### config.mk
export PLATFORM = sky130hd
export DESIGN_NAME = exec_mem_unit_flat
export DESIGN_NICKNAME = d
export VERILOG_FILES = /design/src/rtl/exec_mem_unit_if.sv /design/src/rtl/exec_mem_unit.sv /design/src/flat_wrapper.sv
export SDC_FILE = /design/constraint.sdc
export NUM_CORES = 2
export LEC_CHECK = 0
export BUFFER_PORTS_ARGS = -buffer_cell sky130_fd_sc_hd__buf_2
export CORE_MARGIN = 5
export CORE_UTILIZATION = 50
export DETAILED_ROUTE_END_ITERATION = 16
export PLACE_DENSITY = 0.65
export SYNTH_ARGS = -nofsm -noshare
export SYNTH_HDL_FRONTEND = slang
export SYNTH_SLANG_ARGS = --single-unit
### constraint.sdc
create_clock -name clk -period 12.8 [get_ports clk]
set_input_delay 3.2 -clock clk [delete_from_list [all_inputs] [get_ports clk]]
set_output_delay 3.2 -clock clk [all_outputs]
set_load 0.03 [all_outputs]
### src/rtl/exec_mem_unit_if.sv
// Bus bundle for the execute/memory stage: ALU, shifter and data-memory signals.
// The datapath drives through the master modport; exec_mem_unit sits on the slave side.
interface exec_mem_unit_if;
   logic [2:0] alu_op;
   logic [7:0] alu_a;
   logic [7:0] alu_b;
   logic       alu_cin;
   logic [7:0] alu_out;
   logic       alu_co;
   logic       alu_z;
   logic [7:0] sh_data;
   logic [2:0] sh_count;
   logic       sh_dir;
   logic       sh_ro_bar;
   logic [7:0] sh_out;
   logic       sh_c;
   logic       sh_z;
   logic       mem_write;
   logic [7:0] mem_wdata;
   logic [7:0] mem_rdata;

   modport master (
      output alu_op, alu_a, alu_b, alu_cin,
      output sh_data, sh_count, sh_dir, sh_ro_bar,
      output mem_write, mem_wdata,
      input  alu_out, alu_co, alu_z,
      input  sh_out, sh_c, sh_z,
      input  mem_rdata
   );

   modport slave (
      input  alu_op, alu_a, alu_b, alu_cin,
      input  sh_data, sh_count, sh_dir, sh_ro_bar,
      input  mem_write, mem_wdata,
      output alu_out, alu_co, alu_z,
      output sh_out, sh_c, sh_z,
      output mem_rdata
   );
endinterface

### src/rtl/exec_mem_unit.sv
// Execute/memory stage: combinational ALU and barrel shifter plus a 256x8 data
// memory addressed by the ALU result (async read, clocked write, sync clear).
module exec_mem_unit (
   input  logic           clk,
   input  logic           reset,
   exec_mem_unit_if.slave bus
);

   logic [8:0]  alu_res_s;
   logic [15:0] sh_wide_s;
   logic [7:0]  sh_res_s;
   logic        sh_c_s;
   logic [7:0]  mem_q [256];
   logic [7:0]  mem_d [256];

   // ALU: bit 8 carries the carry-out on ADD and the borrow on SUB
   always_comb begin
      alu_res_s = 9'h000;
      case (bus.alu_op)
         3'b000:  alu_res_s = {1'b0, bus.alu_a} + {1'b0, bus.alu_b} + {8'h00, bus.alu_cin};
         3'b001:  alu_res_s = {1'b0, bus.alu_a} - {1'b0, bus.alu_b} - {8'h00, bus.alu_cin};
         3'b010:  alu_res_s = {1'b0, bus.alu_a & bus.alu_b};
         3'b011:  alu_res_s = {1'b0, bus.alu_a | bus.alu_b};
         3'b100:  alu_res_s = {1'b0, bus.alu_a ^ bus.alu_b};
         3'b101:  alu_res_s = {1'b0, bus.alu_a & ~bus.alu_b};
         3'b110:  alu_res_s = {1'b0, bus.alu_b};
         3'b111:  alu_res_s = {1'b0, bus.alu_a};
         default: alu_res_s = 9'h000;
      endcase
   end

   // Shifter: a 16-bit window makes the last bit shifted out land at a fixed position
   always_comb begin
      sh_wide_s = 16'h0000;
      sh_res_s  = 8'h00;
      sh_c_s    = 1'b0;
      case ({bus.sh_dir, bus.sh_ro_bar})
         2'b01: begin
            sh_wide_s = {8'h00, bus.sh_data} << bus.sh_count;
            sh_res_s  = sh_wide_s[7:0];
            sh_c_s    = sh_wide_s[8];
         end
         2'b11: begin
            sh_wide_s = {bus.sh_data, 8'h00} >> bus.sh_count;
            sh_res_s  = sh_wide_s[15:8];
            sh_c_s    = sh_wide_s[7];
         end
         2'b00: begin
            sh_wide_s = {bus.sh_data, bus.sh_data} << bus.sh_count;
            sh_res_s  = sh_wide_s[15:8];
            sh_c_s    = (bus.sh_count != 3'd0) ? sh_wide_s[8] : 1'b0;
         end
         2'b10: begin
            sh_wide_s = {bus.sh_data, bus.sh_data} >> bus.sh_count;
            sh_res_s  = sh_wide_s[7:0];
            sh_c_s    = (bus.sh_count != 3'd0) ? sh_wide_s[7] : 1'b0;
         end
         default: begin
            sh_wide_s = 16'h0000;
            sh_res_s  = 8'h00;
            sh_c_s    = 1'b0;
         end
      endcase
   end

   // Memory next-state: only the addressed location takes write data
   always_comb begin
      for (int i = 0; i < 256; i++) begin
         if (bus.mem_write && (alu_res_s[7:0] == i[7:0])) begin
            mem_d[i] = bus.mem_wdata;
         end else begin
            mem_d[i] = mem_q[i];
         end
      end
   end

   // Memory array; reset clears every location and overrides a pending write
   always_ff @(posedge clk) begin
      for (int i = 0; i < 256; i++) begin
         if (reset) begin
            mem_q[i] <= 8'h00;
         end else begin
            mem_q[i] <= mem_d[i];
         end
      end
   end

   assign bus.alu_out   = alu_res_s[7:0];
   assign bus.alu_co    = alu_res_s[8];
   assign bus.alu_z     = (alu_res_s[7:0] == 8'h00);
   assign bus.sh_out    = sh_res_s;
   assign bus.sh_c      = sh_c_s;
   assign bus.sh_z      = (sh_res_s == 8'h00);
   assign bus.mem_rdata = mem_q[alu_res_s[7:0]];

endmodule

### src/flat_wrapper.sv
// flat-port wrapper written by rule: the top's interface ports become plain ports
module exec_mem_unit_flat 
  (clk, reset, bus_alu_op, bus_alu_a, bus_alu_b, bus_alu_cin, bus_sh_data, bus_sh_count, bus_sh_dir, bus_sh_ro_bar, bus_mem_write, bus_mem_wdata, bus_alu_out, bus_alu_co, bus_alu_z, bus_sh_out, bus_sh_c, bus_sh_z, bus_mem_rdata);
  exec_mem_unit_if bus_i ();
  input  logic clk;
  input  logic reset;
  input wire logic [$bits(bus_i.alu_op)-1:0] bus_alu_op;
  input wire logic [$bits(bus_i.alu_a)-1:0] bus_alu_a;
  input wire logic [$bits(bus_i.alu_b)-1:0] bus_alu_b;
  input wire logic [$bits(bus_i.alu_cin)-1:0] bus_alu_cin;
  input wire logic [$bits(bus_i.sh_data)-1:0] bus_sh_data;
  input wire logic [$bits(bus_i.sh_count)-1:0] bus_sh_count;
  input wire logic [$bits(bus_i.sh_dir)-1:0] bus_sh_dir;
  input wire logic [$bits(bus_i.sh_ro_bar)-1:0] bus_sh_ro_bar;
  input wire logic [$bits(bus_i.mem_write)-1:0] bus_mem_write;
  input wire logic [$bits(bus_i.mem_wdata)-1:0] bus_mem_wdata;
  output wire logic [$bits(bus_i.alu_out)-1:0] bus_alu_out;
  output wire logic [$bits(bus_i.alu_co)-1:0] bus_alu_co;
  output wire logic [$bits(bus_i.alu_z)-1:0] bus_alu_z;
  output wire logic [$bits(bus_i.sh_out)-1:0] bus_sh_out;
  output wire logic [$bits(bus_i.sh_c)-1:0] bus_sh_c;
  output wire logic [$bits(bus_i.sh_z)-1:0] bus_sh_z;
  output wire logic [$bits(bus_i.mem_rdata)-1:0] bus_mem_rdata;
  assign bus_i.alu_op = bus_alu_op;
  assign bus_i.alu_a = bus_alu_a;
  assign bus_i.alu_b = bus_alu_b;
  assign bus_i.alu_cin = bus_alu_cin;
  assign bus_i.sh_data = bus_sh_data;
  assign bus_i.sh_count = bus_sh_count;
  assign bus_i.sh_dir = bus_sh_dir;
  assign bus_i.sh_ro_bar = bus_sh_ro_bar;
  assign bus_i.mem_write = bus_mem_write;
  assign bus_i.mem_wdata = bus_mem_wdata;
  assign bus_alu_out = bus_i.alu_out;
  assign bus_alu_co = bus_i.alu_co;
  assign bus_alu_z = bus_i.alu_z;
  assign bus_sh_out = bus_i.sh_out;
  assign bus_sh_c = bus_i.sh_c;
  assign bus_sh_z = bus_i.sh_z;
  assign bus_mem_rdata = bus_i.mem_rdata;
  exec_mem_unit u_core (.clk(clk), .reset(reset), .bus(bus_i));
endmodule
==> metrics.txt <==
status=complete, but fails checks; failing checks=capacitance limit, slew limit, setup timing; RSZ-0062 raised after global routing=false; Synth Flop Type=edfxtp_1; TritonCTS clock tree=done; Worst-path clk slew=around 0.060 ns; H-tree levels=4; Final Hold Vio Count=0; Net Count, Synth=8,313; final core utilization=0.552; # nets final=between 8,000 and 9,000; Clock Path Buffers=3; CTS resizes=0; Row Count=between 150 and 200; PwrDens=roughly 160 nW/um^2; worst setup path startpoint=bus_alu_b[0]; Pins Over Slew Limit=5; count of input and output buffers=roughly 70; Final period util=1.00; FF/Latch Area=between 60,000 and 70,000 um^2; drt drc=0; DRT Pass-1 Iters=7; antenna violations before repair=49; via count=approximately 75,000; Largest regs=u_core.mem_q (2048); Unique masters post-synth=between 80 and 90; commonest cells in the netlist=2,121 x nor2_1, 2,048 x edfxtp_1, 1,185 x nand2_1, 373 x clkbuf_1, 307 x buf_2; GRT Overall Usage=0.417; fillers=about 16,000; vias in the first global route=around 68,000; Root Driver=clkbuf_16; P&R area growth vs syn=10.1%; mean post-synth cell area=11.5 um^2; Critical Path Start Type=primary input; Starting Density=0.502; CTS Sinks=roughly 2,000; crit path kind=in2out; DIE AREA=between 150,000 and 200,000 um^2; post-route setup slack=-0.0471 ns; wire per inst=just under 40 um; DRT iter0 DRCs=~15,000; relative max-transition margin=-0.0600; Synth area leader=edfxtp_1; critical path capture point type=primary output; largest net degree at the start of global routing=roughly 130; number of synthesized flops with an enable pin=2,048; Worst Hold Class=in2reg; endpoints failing setup=1; CTS Buf Count=211; hold-fix buffers at CTS=0; Max Clock Freq=77.8 MHz; Worst EP required=~9.6 ns; Largest register FFs=between 2,000 and 2,500; chip width=roughly 450 um; Max Cap Viol=4; dominant cells by area after synthesis=edfxtp_1 65%, nor2_1 8.4%, nand2_1 4.7%; dpl hpwl=~280,000 um; pre-CTS setup slack=about 0.47 ns; most frequent cell after synthesis=nor2_1; I/O Pins=72; synthesized area=about 95,000 um^2; final wirelength=about 420,000 um; Pleak=35.9 nW; GP Congestion=~1.2; CP max FO=60; Post-Syn Instances=8,236; sequential area share after synthesis=0.647; Die Y=~450 um; Worst VDD drop=around 0.13 mV; Pwr Total=~17 mW; gr ovfl total=0; first-pass GRT wire length=568,000 um; minimum clock period=~13 ns; worst-margin pin slew=about 1.5 ns; async set-or-reset flop fraction in the synthesized netlist=0; Final ANT Viol Nets=0; number of synthesis warnings=0; Biggest register=u_core.mem_q; Worst Setup EP=bus_mem_rdata[4]; top cell type's share of synthesized area=0.647; CP arrival=9.65 ns; Core Region=between 150,000 and 200,000 um^2; post-CTS setup buffer count=0; share of layout cells above drive strength 1=0.121; area occupied by multi-input gates=roughly 30,000 um^2; Vias/cell=about 6.9; Seq cells post-synth=about 2,000
[per-stage QoR]
step / std cells / hold slack, ns / cell area [um^2] / setup TNS [ns]
after detailed placement: 10300 / 3.96 / 97800 / 0
after CTS: 10700 / 3.01 / 105000 / 0
after floorplan: 8236 / 3.71 / 95100 / 0
final: 10800 / 3.09 / 105000 / -0.0471
after global placement: 10300 / 3.96 / 97800 / 0
after global routing: 10700 / 3.09 / 105000 / 0
[worst max-delay path, stage by stage]
cell and delay [ns]:
buf_2 0.12, inv_1 0.08, fa_1 0.45, fa_1 0.46, o211ai_1 0.22, a32o_4 0.66, buf_4 0.75, a211oi_1 0.09
a2111oi_0 1.26, nor4_1 0.26, o22ai_1 0.48, a211oi_1 0.20, a31o_1 0.30, a211oi_2 0.65, buf_2 0.33
[logic make-up after synthesis]
group           count (synthesis)  synth area share
compound gates                999            0.0818
xor+xnor                        4          0.000368
fa+ha+maj                      33           0.00466
buf+inv                       846            0.0431
flops                        2048             0.647
mux                           358            0.0540
simple gates                 3948             0.169
[final cells by class]
type / count / area share
flip-flops and latches: 2048 / 0.587
well taps: 2511 / 0.0300
clock inverters: 128 / 0.0123
diodes: 36 / 0.000860
inverters: 39 / 0.00164
clock buffers: 262 / 0.0525
repair buffers: 402 / 0.0288
multi-input cells: 5342 / 0.287
[worst min path at each step]
| stage | start | to | slack [ns] | cells past startpoint |
|---|---|---|---|---|
| floorplan | reset | u_core.mem_q[104][6] | 3.71 | 4 |
| global placement | bus_mem_wdata[2] | u_core.mem_q[172][2] | 3.96 | 4 |
| detailed placement | bus_mem_wdata[5] | u_core.mem_q[241][5] | 3.96 | 4 |
| CTS | bus_mem_wdata[5] | u_core.mem_q[241][5] | 3.01 | 4 |
| global route | bus_mem_wdata[5] | u_core.mem_q[241][5] | 3.09 | 4 |
| finish | reset | u_core.mem_q[191][0] | 3.09 | 2 |
[cell usage in the layout, fill, tap and decap left out, types with 112 or more instances in the layout]
master,Yosys,routed
mux4_2,123,123
mux2i_1,227,227
edfxtp_1,2048,2048
clkbuf_16,0,212
and3_1,112,112
nand3_1,302,302
nand2_1,1185,1129
nor2_1,2121,2097
a21o_1,259,259
a32oi_1,116,116
buf_4,52,313
[power breakdown]
| part | switching [mW] | leakage [nW] | internal, mW |
|---|---|---|---|
| clock | 2.74 | 3.29 | 3.45 |
| combinational | 2.43 | 13.2 | 0.760 |
| sequential | 0.107 | 19.4 | 7.72 |
[metal layers]
layer / vias up / GRT usage / wire [um]
li1: 29200 / - / -
met1: 37000 / 0.527 / 143000
met2: 6833 / 0.591 / 176000
met3: 1584 / 0.159 / 65600
met4: 20 / 0.294 / 38600
met5: - / 0.00879 / 437
Power figures use the tool's default switching activity.
